<file path="config.mk">
export PLATFORM = sky130hd
export DESIGN_NAME = fifo_reader
export DESIGN_NICKNAME = d
export VERILOG_FILES = /design/src/rtl/fifo_pkg.sv /design/src/rtl/fifo_skid2.sv /design/src/rtl/fifo_reader.sv
export SDC_FILE = /design/constraint.sdc
export NUM_CORES = 1
export LEC_CHECK = 0
export BUFFER_PORTS_ARGS = -buffer_cell sky130_fd_sc_hd__buf_4
export CORE_MARGIN = 2
export CORE_UTILIZATION = 42
export DETAILED_ROUTE_END_ITERATION = 10
export PLACE_DENSITY = 0.74
export SYNTH_ARGS = -nofsm -noshare
export SYNTH_HDL_FRONTEND = slang
export SYNTH_SLANG_ARGS = --single-unit
</file>
<file path="constraint.sdc">
create_clock -name clock -period 5.31 [get_ports clock]
set_input_delay 0.531 -clock clock [delete_from_list [all_inputs] [get_ports clock]]
set_output_delay 0.531 -clock clock [all_outputs]
set_load 0.03 [all_outputs]
</file>
<file path="src/rtl/fifo_pkg.sv">
// fifo_pkg: shared types and widths for the FIFO consumer-side blocks.
//   state_t      - drain engine state (IDLE / BURST / DRAIN)
//   WORDS_CNT_W  - width of the free-running pull counter
//   REMAIN_W     - width of the per-burst remaining-pull counter
package fifo_pkg;

    typedef enum logic [1:0] {
        IDLE  = 2'd0,
        BURST = 2'd1,
        DRAIN = 2'd2
    } state_t;

    localparam int WORDS_CNT_W = 16;
    localparam int REMAIN_W    = 8;

endpackage

</file>
<file path="src/rtl/fifo_skid2.sv">
// fifo_skid2: two-entry skid buffer on a valid/ready stream.
//   clock, reset      - rising-edge clock, asynchronous active-low reset
//   push, push_data   - write one word at this edge (ignored when full and not popping)
//   out_valid         - buffer holds at least one word
//   out_ready         - downstream accepts out_data at this edge
//   out_data          - oldest buffered word
//   count             - number of buffered words (0..2)
module fifo_skid2 #(
    parameter int WIDTH = 23
) (
    input  logic             clock,
    input  logic             reset,
    input  logic             push,
    input  logic [WIDTH-1:0] push_data,
    output logic             out_valid,
    input  logic             out_ready,
    output logic [WIDTH-1:0] out_data,
    output logic [1:0]       count
);

    logic [WIDTH-1:0] ent0;  // oldest
    logic [WIDTH-1:0] ent1;
    logic [1:0]       cnt;
    logic             pop;
    logic             push_ok;

    assign pop     = out_ready && (cnt != 2'd0);
    assign push_ok = push && ((cnt != 2'd2) || pop);

    always_ff @(posedge clock or negedge reset) begin
        if (!reset) begin
            ent0 <= '0;
            ent1 <= '0;
            cnt  <= 2'd0;
        end else begin
            case ({push_ok, pop})
                2'b10: begin
                    if (cnt == 2'd0) ent0 <= push_data;
                    else             ent1 <= push_data;
                    cnt <= cnt + 2'd1;
                end
                2'b01: begin
                    ent0 <= ent1;
                    cnt  <= cnt - 2'd1;
                end
                2'b11: begin
                    // Occupancy unchanged; the new word lands behind whatever remains.
                    if (cnt == 2'd1) begin
                        ent0 <= push_data;
                    end else begin
                        ent0 <= ent1;
                        ent1 <= push_data;
                    end
                end
                default: ;
            endcase
        end
    end

    assign out_valid = (cnt != 2'd0);
    assign out_data  = ent0;
    assign count     = cnt;

endmodule

</file>
<file path="src/rtl/fifo_reader.sv">
// fifo_reader: drain engine for the consumer side of fifo_buffer.
// Pulls words in bursts of up to BURST_LEN once occupancy reaches the
// threshold, or drains the FIFO to empty on flush, and presents the pulled
// words through a two-entry skid buffer on a valid/ready stream.
//   clock, reset          - rising-edge clock, asynchronous active-low reset
//   head, counter         - FIFO front word (FWFT) and registered occupancy
//   pull                  - pops head at this edge
//   threshold             - occupancy that starts a burst (0 acts as 1, > depth never met)
//   flush                 - level request to drain the FIFO completely
//   out_data/out_valid/out_ready - downstream stream
//   busy                  - engine active or skid buffer non-empty
//   words_pulled          - wrapping count of pulls since reset
module fifo_reader
    import fifo_pkg::*;
#(
    parameter int BUFFER_WIDTH = 23,
    parameter int BUFFER_DEPTH = 23,
    parameter int BURST_LEN    = 4
) (
    input  logic                    clock,
    input  logic                    reset,
    input  logic [BUFFER_WIDTH-1:0] head,
    input  logic [BUFFER_WIDTH-1:0] counter,
    output logic                    pull,
    input  logic [BUFFER_WIDTH-1:0] threshold,
    input  logic                    flush,
    output logic [BUFFER_WIDTH-1:0] out_data,
    output logic                    out_valid,
    input  logic                    out_ready,
    output logic                    busy,
    output logic [WORDS_CNT_W-1:0]  words_pulled
);

    state_t                  state;
    state_t                  state_nxt;
    logic [REMAIN_W-1:0]     remaining;
    logic                    flush_pending;
    logic [1:0]              skid_count;
    logic [BUFFER_WIDTH-1:0] thr_eff;
    logic                    thr_met;
    logic                    burst_exit;

    // A zero threshold behaves as one; a threshold the FIFO can never hold is never met.
    assign thr_eff    = (threshold == '0) ? BUFFER_WIDTH'(1) : threshold;
    assign thr_met    = (threshold <= BUFFER_WIDTH'(BUFFER_DEPTH)) && (counter >= thr_eff);
    assign burst_exit = (pull && (remaining == REMAIN_W'(1))) || (counter == '0);

    // State register
    always_ff @(posedge clock or negedge reset) begin
        if (!reset) state <= IDLE;
        else        state <= state_nxt;
    end

    // Next-state logic
    always_comb begin
        state_nxt = state;
        case (state)
            IDLE: begin
                if (flush)        state_nxt = DRAIN;
                else if (thr_met) state_nxt = BURST;
            end
            BURST: begin
                // A flush arriving on the final burst cycle still leads into DRAIN.
                if (burst_exit) state_nxt = (flush_pending || flush) ? DRAIN : IDLE;
            end
            DRAIN: begin
                if ((counter == '0) && !pull) state_nxt = IDLE;
            end
            default: state_nxt = IDLE;
        endcase
    end

    // Outputs: pull depends only on registered terms, never on out_ready.
    always_comb begin
        pull = ((state == BURST) || (state == DRAIN)) && (counter != '0) && (skid_count != 2'd2);
        busy = (state != IDLE) || (skid_count != 2'd0);
    end

    always_ff @(posedge clock or negedge reset) begin
        if (!reset) begin
            remaining     <= '0;
            flush_pending <= 1'b0;
            words_pulled  <= '0;
        end else begin
            if ((state == IDLE) && (state_nxt == BURST))
                remaining <= REMAIN_W'(BURST_LEN);
            else if ((state == BURST) && pull)
                remaining <= remaining - REMAIN_W'(1);

            if ((state == DRAIN) && (state_nxt == IDLE))
                flush_pending <= 1'b0;
            else if ((state == BURST) && flush)
                flush_pending <= 1'b1;

            if (pull) words_pulled <= words_pulled + WORDS_CNT_W'(1);
        end
    end

    fifo_skid2 #(
        .WIDTH(BUFFER_WIDTH)
    ) u_skid (
        .clock     (clock),
        .reset     (reset),
        .push      (pull),
        .push_data (head),
        .out_valid (out_valid),
        .out_ready (out_ready),
        .out_data  (out_data),
        .count     (skid_count)
    );

endmodule
</file>
==> impl_metrics.ini, run 1 <==
[sta]
finalSetupTns_ps = 0
finalCritPeriodShare_pct = 53.6
setup_viol = 0
setup_ws_ps = 2460
slew_violations = 0
hold_violations = 0
max_freq_mhz = 351
clock-skew-final_ps = 9.59
tightest_slew_ps = 973
timing.slew.headroom_pct = 35.0
min_period_ps = 2850
rsz0062_at_grt = no

[grt]
groute.layer.met2.usage_pct = 30.2
grt_overflow = 0
grt_max_degree = 76
grt_pass1_vias = 3383
grt_antenna_before_repair = 0
met1_usage_pct = 24.1
grt_util_all_layers_pct = 18.7
top_usage_layer = met2
grt_util_met3_pct = 5.98
grt_pass1_wl_um = 15600

[placement]
dp.cells = 645
dp_hpwl_um = 6930
place_ws_ps = 2190
place_congestion = 0.852
post_dp_cell_area_mm2 = 0.00512
port_buffers = 114

[worst_setup_path]
cp-start-kind = flop
path_common_cell = inv_1
arrival_ps = 3080
cp_max_fo = 23
cp.required_ps = 5540
critical-path-top-delay-family = compound AO/OA/AOI/OAI gates
slowest_stage = o211a_1
cp_cell_sequence = inv_1, ha_1, inv_1, nand2_1, inv_1, ha_1, nand2_1, o211a_1, mux2_2
end_kind = flop
cp_num_buf_inv = 3
critPathKind = flop to flop
slowest_delay_ps = 780

[power_and_ir_drop]
total_power_mw = 2.54
peakVddDrop_mv = 0.337
cellLeakagePower_nw = 2.66
power_density_mw_per_mm2 = 479

[hold_path]
hold_path_class = input pin to async pin

[clock_network]
worstSkewPairLatency_ps = 350
numCtsBuffers = 9
cts_setup_buffers = 0
cts_hold_buffers = 0
cts_resized = 0
clock-root-buffer = clkbuf_8
clkTransAtPathRegs_ps = 80
cts_tree = built
cts.path.max_buffers = 2
cts_htree_levels = 3
cts_sinks = 75

[routing]
first_pass_iters = 4
wl_per_cell_um = 14.2
drtAntennaViolNets = 0
drc = 0
drtIter0Drc = 140
viasPerCell = 5.09
wl_um = 9400
vias = 3367

[synth]
synth_top_cell_by_area = dfrtp_1
syn_area_per_cell_um2 = 10.1
yosysSeqAreaShare_pct = 45.4
synth-seq-cells = 75
synth_area_leaders = dfrtp_1 45%, ha_1 11%, mux2_2 6.5%
syn-num-nets = 517
async_flop_share_pct = 100
synth_cell_type_count = 48
synth_edf_count = 0
synthFlopType = dfrtp_1
synth_cells = 408
synth.top_cell.area_share_pct = 45.4
synth_warnings = 0
synth_area_mm2 = 0.00413

[job]
maxCapViolCount = 0

[layout]
layout_commonest_cell = buf_4
syn_to_final_growth_pct = 28.3
antenna_cells = 0
layout-drive-gt1-share_pct = 30.5
design_area_mm2 = 0.00530
fin_nets = 632
fin_cells = 661
layout_common_cells = 115 x buf_4, 75 x dfrtp_1, 41 x nand2_1

[status]
status = finished, final reports clean

[die]
coreArea_mm2 = 0.00964
dieArea_mm2 = 0.0106
die_h_um = 103
io_pins = 115
num_rows = 36
die_w_um = 103
start_util_pct = 42.9
==> final cells by class <==
| type | count | area [µm²] |
|---|---|---|
| well taps | 133 | 166 |
| inverters | 36 | 135 |
| clock inverters | 5 | 37.5 |
| multi-input cells | 286 | 2080 |
| repair buffers | 115 | 863 |
| fillers | 872 | 4340 |
| flip-flops and latches | 75 | 1880 |
| clock buffers | 11 | 141 |
==> synthesized netlist by cell type (2+ instances only) <==
cell type,count
buf_2,4
nand4_1,10
a21oi_1,13
buf_1,2
xnor2_1,12
ha_1,36
dfrtp_1,75
mux2_2,24
o21ai_1,2
nand3_1,6
nand2_1,41
o21ai_0,28
nor3_1,5
inv_1,36
clkbuf_1,5
xor2_1,12
a21o_1,4
and3_1,2
nand2b_1,3
nor4_1,11
o211a_1,3
nor2_1,26
a22oi_1,23
==> report_power, final <==
group	leakage, nW	switching [mW]	internal [mW]
logic	1.63	0.691	0.523
clock network	0.0859	0.218	0.184
registers	0.937	0.140	0.784
==> registers in the layout, indices dropped and copies added (netlist names) <==
name             flops
u_skid.count         2
flush_pending        1
u_skid.ent1         23
words_pulled        16
u_skid.out_data     23
state                2
remaining            8
==> metal layers <==
layer / vias up / share of wire [%]
li1: 1665 / -
met1: 1596 / 45
met2: 97 / 48
met3: 9 / 6.4
met4: 0 / 1.2
met5: - / 0
==> stage by stage <==
| stage | hold WS (ps) | util, % |
|---|---|---|
| final | 322 | 55.0 |
| after global routing | 395 | 55.0 |
| after CTS | 355 | 55.0 |
| after detailed placement | 468 | 53.2 |
| after global placement | 464 | 53.2 |
| after floorplan | 235 | - |
==> path summary, 6_finish.rpt <==
path	from	to	slack, ps	cells past startpoint
max in group asynchronous	reset	words_pulled[0]	4400	1
hold / removal	reset	words_pulled[8]	320	1
min in group clock	head[7]	u_skid.ent1[7]	410	2
setup reg to reg	u_skid.count[0]	u_skid.ent1[21]	2460	9
hold reg to reg	words_pulled[15]	words_pulled[15]	470	1
setup / recovery	u_skid.count[0]	u_skid.ent1[21]	2460	9
==> kinds of logic after synthesis <==
group | share of synthesized area (%)
adder cells (fa/ha/maj) | 10.9
multiplexers | 6.54
AND/OR/NAND/NOR | 13.8
flip-flops | 45.4
XOR/XNOR | 5.09
AO/OA/AOI/OAI | 13.9
buffers and inverters | 4.39
(Power assumes the default switching activity.)
==> run 2, diff against run 1 <==
--- a/config.mk
+++ b/config.mk
@@ -5,11 +5,12 @@
 export SDC_FILE = /design/constraint.sdc
 export NUM_CORES = 1
 export LEC_CHECK = 0
+export ABC_AREA = 1
 export BUFFER_PORTS_ARGS = -buffer_cell sky130_fd_sc_hd__buf_4
 export CORE_MARGIN = 2
 export CORE_UTILIZATION = 42
 export DETAILED_ROUTE_END_ITERATION = 10
-export PLACE_DENSITY = 0.74
+export PLACE_DENSITY = 0.73
 export SYNTH_ARGS = -nofsm -noshare
 export SYNTH_HDL_FRONTEND = slang
 export SYNTH_SLANG_ARGS = --single-unit
==> constraint.sdc (replaced) <==
create_clock -name clock -period 2.9 [get_ports clock]
set_input_delay 0.29 -clock clock [delete_from_list [all_inputs] [get_ports clock]]
set_output_delay 0.29 -clock clock [all_outputs]
set_load 0.03 [all_outputs]
==> impl_metrics.ini, run 2 <==
[placement]
place_ws_ps = 353
dp.cells = 800
dp_hpwl_um = 7810
port_buffers = 114
post_dp_cell_area_mm2 = 0.00573
place_congestion = 0.848

[clock_network]
cts_resized = 0
worstSkewPairLatency_ps = 350
cts.path.max_buffers = 2
numCtsBuffers = 9
cts_sinks = 75
cts_htree_levels = 3
cts_hold_buffers = 0
clock-root-buffer = clkbuf_8
clkTransAtPathRegs_ps = 80
cts_setup_buffers = 0
cts_tree = built

[die]
coreArea_mm2 = 0.0109
num_rows = 38
die_w_um = 110
dieArea_mm2 = 0.0121
start_util_pct = 43.2
die_h_um = 110
io_pins = 115

[synth]
syn-num-nets = 661
synth-seq-cells = 75
synth_edf_count = 0
synth_top_cell_by_area = dfrtp_1
syn_area_per_cell_um2 = 8.53
synthAdderAreaFrac_pct = 9.57
synth.area.mux_share_pct = 7.10
synthSimpleGateAreaFrac_pct = 19.5
synth_area_leaders = dfrtp_1 40%, ha_1 9.6%, nand2_1 9.1%
synth_area_mm2 = 0.00471
synth_cells = 552
synth.top_cell.area_share_pct = 39.9
yosysSeqAreaShare_pct = 39.9
synth_compound_area_share_pct = 8.93
synth_warnings = 0
synth_cell_type_count = 39
ys_top_cells_by_count = 114 x nand2_1, 113 x inv_1, 75 x dfrtp_1, 37 x nor2_1, 36 x ha_1
synthXorXnorAreaFrac_pct = 4.46
synth_top_family_by_area = simple AND/OR/NAND/NOR gates
synthFlopType = dfrtp_1
yosysMostFrequentCell = nand2_1
async_flop_share_pct = 100

[sta]
finalCritPeriodShare_pct = 88.0
rsz0062_at_grt = no
timing.slew.headroom_pct = 38.1
finalSetupTns_ps = 0
hold_violations = 0
slew_violations = 0
tightest_slew_ps = 929
max_freq_mhz = 392
setup_ws_ps = 347
clock-skew-final_ps = 11.0
setup_viol = 0
min_period_ps = 2550

[grt]
grt_pass1_vias = 3833
grt_antenna_before_repair = 0
grt_overflow = 0
grt_pass1_wl_um = 17200
grt_util_all_layers_pct = 18.0
grt_max_degree = 76

[layout]
fin_nets = 780
multi_input_area_mm2 = 0.00234
seq_area_mm2 = 0.00188
layout_common_cells = 117 x buf_4, 114 x nand2_1, 113 x inv_1
design_area_mm2 = 0.00593
fin_cells = 816
layout-drive-gt1-share_pct = 27.7
antenna_cells = 0
fill_cells = 982
syn_to_final_growth_pct = 26.0
layout_commonest_cell = buf_4

[worst_setup_path]
critPathKind = flop to flop
rrSetupSlack_ps = 350
cp_max_fo = 46
r2r_start = state[1]
cp.required_ps = 3110
rr_endpoint = u_skid.ent1[3]
arrival_ps = 2760
end_kind = flop
cp-start-kind = flop
reg2reg_depth = 13

[power_and_ir_drop]
peakVddDrop_mv = 0.617
cellLeakagePower_nw = 3.26
total_power_mw = 5.15
power_density_mw_per_mm2 = 868

[routing]
drc = 0
drtIter0Drc = 229
vias = 3905
wl_per_cell_um = 12.8
drtAntennaViolNets = 0
viasPerCell = 4.79
wl_um = 10400
first_pass_iters = 5

[hold_path]
hold_path_class = input pin to async pin

[job]
maxCapViolCount = 0

[status]
status = finished, final reports clean
[run 2: layout make-up]
cell class / instances / area share [%]
Clock buffer: 11 / 2.38
Multi-Input combinational cell: 350 / 39.4
Inverter: 117 / 7.44
Clock inverter: 5 / 1.03
Timing Repair Buffer: 118 / 15.1
Sequential cell: 75 / 31.6
Tap cell: 140 / 2.95
[run 2: kinds of logic after synthesis]
| group | Yosys count |
|---|---|
| flops | 75 |
| simple gates | 196 |
| buf+inv | 127 |
| mux | 23 |
| xor+xnor | 24 |
| compound gates | 71 |
| fa+ha+maj | 36 |
[run 2: worst max path at each step]
stage / startpoint / end / cells after the start
final: state[1] / u_skid.ent1[3] / 13
after global routing: state[1] / u_skid.ent1[3] / 13
after CTS: state[1] / u_skid.ent1[3] / 13
after detailed placement: state[1] / u_skid.ent1[3] / 13
after global placement: counter[10] / u_skid.out_data[14] / 14
after floorplan: state[1] / u_skid.out_data[10] / 13
[run 2: stage by stage]
stage / utilization (%) / hold slack, ps
after detailed placement: 52.6 / 464
after global placement: 52.6 / 466
after CTS: 54.5 / 110
after global routing: 54.5 / 171
final: 54.5 / 74.5
after floorplan: - / -5.59
[run 2: worst max-delay path, cell delays in order (launching register included)]
cell     delay [ps]
dfrtp_1         430
inv_1           100
ha_1            280
inv_1            40
nor2_1          210
nand2_4         180
inv_1           120
ha_1            210
inv_1            50
nor2_1          190
o22ai_2         120
buf_4           270
nand2_1         110
o21ai_0         100
[run 2: report_power, final]
group	internal [mW]	switching (mW)	total (mW)	leakage, nW
sequential	1.44	0.264	1.70	0.926
clock	0.426	0.394	0.821	0.104
combinational	1.11	1.53	2.63	2.23
[run 2: layer usage]
metal / track usage [%] / wire length (µm)
met5: 0 / 0
met4: 4.34 / 121
met3: 4.56 / 663
met2: 29.6 / 4890
met1: 23.8 / 4730
==> run 3, diff against run 2 <==
--- a/config.mk
+++ b/config.mk
@@ -10,6 +10,7 @@
 export CORE_MARGIN = 2
 export CORE_UTILIZATION = 42
 export DETAILED_ROUTE_END_ITERATION = 10
+export MAX_ROUTING_LAYER = met4
 export PLACE_DENSITY = 0.73
 export SYNTH_ARGS = -nofsm -noshare
 export SYNTH_HDL_FRONTEND = slang
==> constraint.sdc (replaced) <==
create_clock -name clock -period 2.9 [get_ports clock]
set_input_delay 0.145 -clock clock [delete_from_list [all_inputs] [get_ports clock]]
set_output_delay 0.145 -clock clock [all_outputs]
set_load 0.03 [all_outputs]
==> impl_metrics.ini, run 3 (synthesized netlist as in run 2, its figures left out) <==
[clock_network]
clkTransAtPathRegs_ps = 80
cts.path.max_buffers = 2
numCtsBuffers = 9
clock-root-buffer = clkbuf_8
cts_sinks = 75
worstSkewPairLatency_ps = 340
cts_htree_levels = 3
cts_tree = built
cts_resized = 0

[worst_setup_path]
cp-start-kind = flop
slowest_delay_ps = 420
cp.required_ps = 3120
arrival_ps = 2680
cp_num_buf_inv = 4
end_kind = flop
cp_cell_sequence = inv_1, ha_1, inv_1, nor2_1, nand2_4, inv_1, ha_1, a21oi_2, buf_12, o22ai_1, mux2_4
rr_endpoint = u_skid.out_data[18]
rrSetupSlack_ps = 440
slowest_stage = dfrtp_1
critPathKind = flop to flop
critical-path-top-delay-family = adder cells
critPathLaunch = state[1]
reg2reg_depth = 11
r2r_start = state[1]
cp_max_fo = 16
path_common_cell = inv_1

[grt]
grt_pass1_vias = 4022
grt_max_degree = 76
grt_util_all_layers_pct = 19.1
grt_overflow = 0
grt_pass1_wl_um = 17800
grt_antenna_before_repair = 0

[sta]
hold_violations = 0
slew_violations = 0
setup_viol = 0
clock-skew-final_ps = 12.0
max_freq_mhz = 406
timing.slew.headroom_pct = 37.1
finalCritPeriodShare_pct = 84.9
tightest_slew_ps = 943
finalSetupTns_ps = 0
rsz0062_at_grt = no
min_period_ps = 2460

[die]
start_util_pct = 43.2
io_pins = 115
die_h_um = 110
num_rows = 38
dieArea_mm2 = 0.0121
coreArea_mm2 = 0.0109
die_w_um = 110

[power_and_ir_drop]
peakVddDrop_mv = 0.747
power_density_mw_per_mm2 = 888
cellLeakagePower_nw = 3.29

[routing]
drtIter0Drc = 170
first_pass_iters = 4
wl_met2_um = 5070
vias = 3905
wl_um = 10600
top_layer_used = met4
wl_met3_um = 556
wl_per_cell_um = 13.0
viasPerCell = 4.77
wl_met1_um = 4780
drtAntennaViolNets = 0
drc = 0

[layout]
fin_nets = 782
multi_input_area_mm2 = 0.00234
syn_to_final_growth_pct = 27.5
antenna_cells = 0
layout-drive-gt1-share_pct = 27.7
fin_cells = 818
layout_common_cells = 117 x buf_4, 114 x nand2_1, 113 x inv_1
layout_commonest_cell = buf_4
seq_area_mm2 = 0.00188
fill_cells = 967

[hold_path]
hold_path_class = input pin to flop
hold_path.startpoint = head[14]
min_path_cells = 3
holdPathEnd = u_skid.ent1[14]

[status]
status = finished, final reports clean

[job]
maxCapViolCount = 0

[placement]
dp.cells = 801
dp_hpwl_um = 8110
place_congestion = 0.788
port_buffers = 114
-- run 3: worst min-delay path, delay by kind of cell --
kind	cells	cell delay, ps
compound gates	1	70
buf+inv	2	160
-- run 3: cell type report --
type	instances	area share, %
clock buffer	11	2.36
sequential	75	31.3
clock inverter	5	1.67
inverter	117	7.36
multi-input combinational	350	39.0
tap	140	2.92
timing repair buffer	120	15.5
-- run 3: worst max path at each step --
stage | endpoint | slack (ps) | depth (start not counted)
finish | u_skid.out_data[18] | 440 | 11
global route | u_skid.ent1[22] | 190 | 13
detailed placement | u_skid.out_data[18] | 480 | 11
CTS | u_skid.out_data[18] | 450 | 11
global placement | u_skid.out_data[13] | 530 | 11
floorplan | u_skid.out_data[10] | 650 | 13
-- run 3: report_power, final --
part           total (mW)  internal, mW  switching, mW
Clock               0.971         0.593          0.378
Sequential           1.70          1.44          0.266
Combinational        2.65          1.13           1.53
Total                5.33          3.16           2.17
-- run 3: repair_timing --
action	in CTS	in global routing
hold endpoints to repair	75	0
setup buffers	0	0
hold buffers	1	0
-- run 3: through the flow --
stage	power (mW)	hold WS, ps	instance area [µm²]	worst slack [ps]	util [%]
floorplan	3.54	-151	4710	654	-
global placement	4.29	345	5750	525	52.8
detailed placement	4.38	348	5750	478	52.8
CTS	5.37	72.3	6000	446	55.1
global route	5.72	96.3	6000	190	55.1
finish	5.33	81.4	6000	438	55.1
-- run 3: metal layers --
layer | vias to the layer above | GRT usage [%]
li1 | 1966 | -
met3 | 14 | 4.09
met4 | 0 | 6.33
met5 | - | -
met1 | 1828 | 22.8
met2 | 97 | 32.2
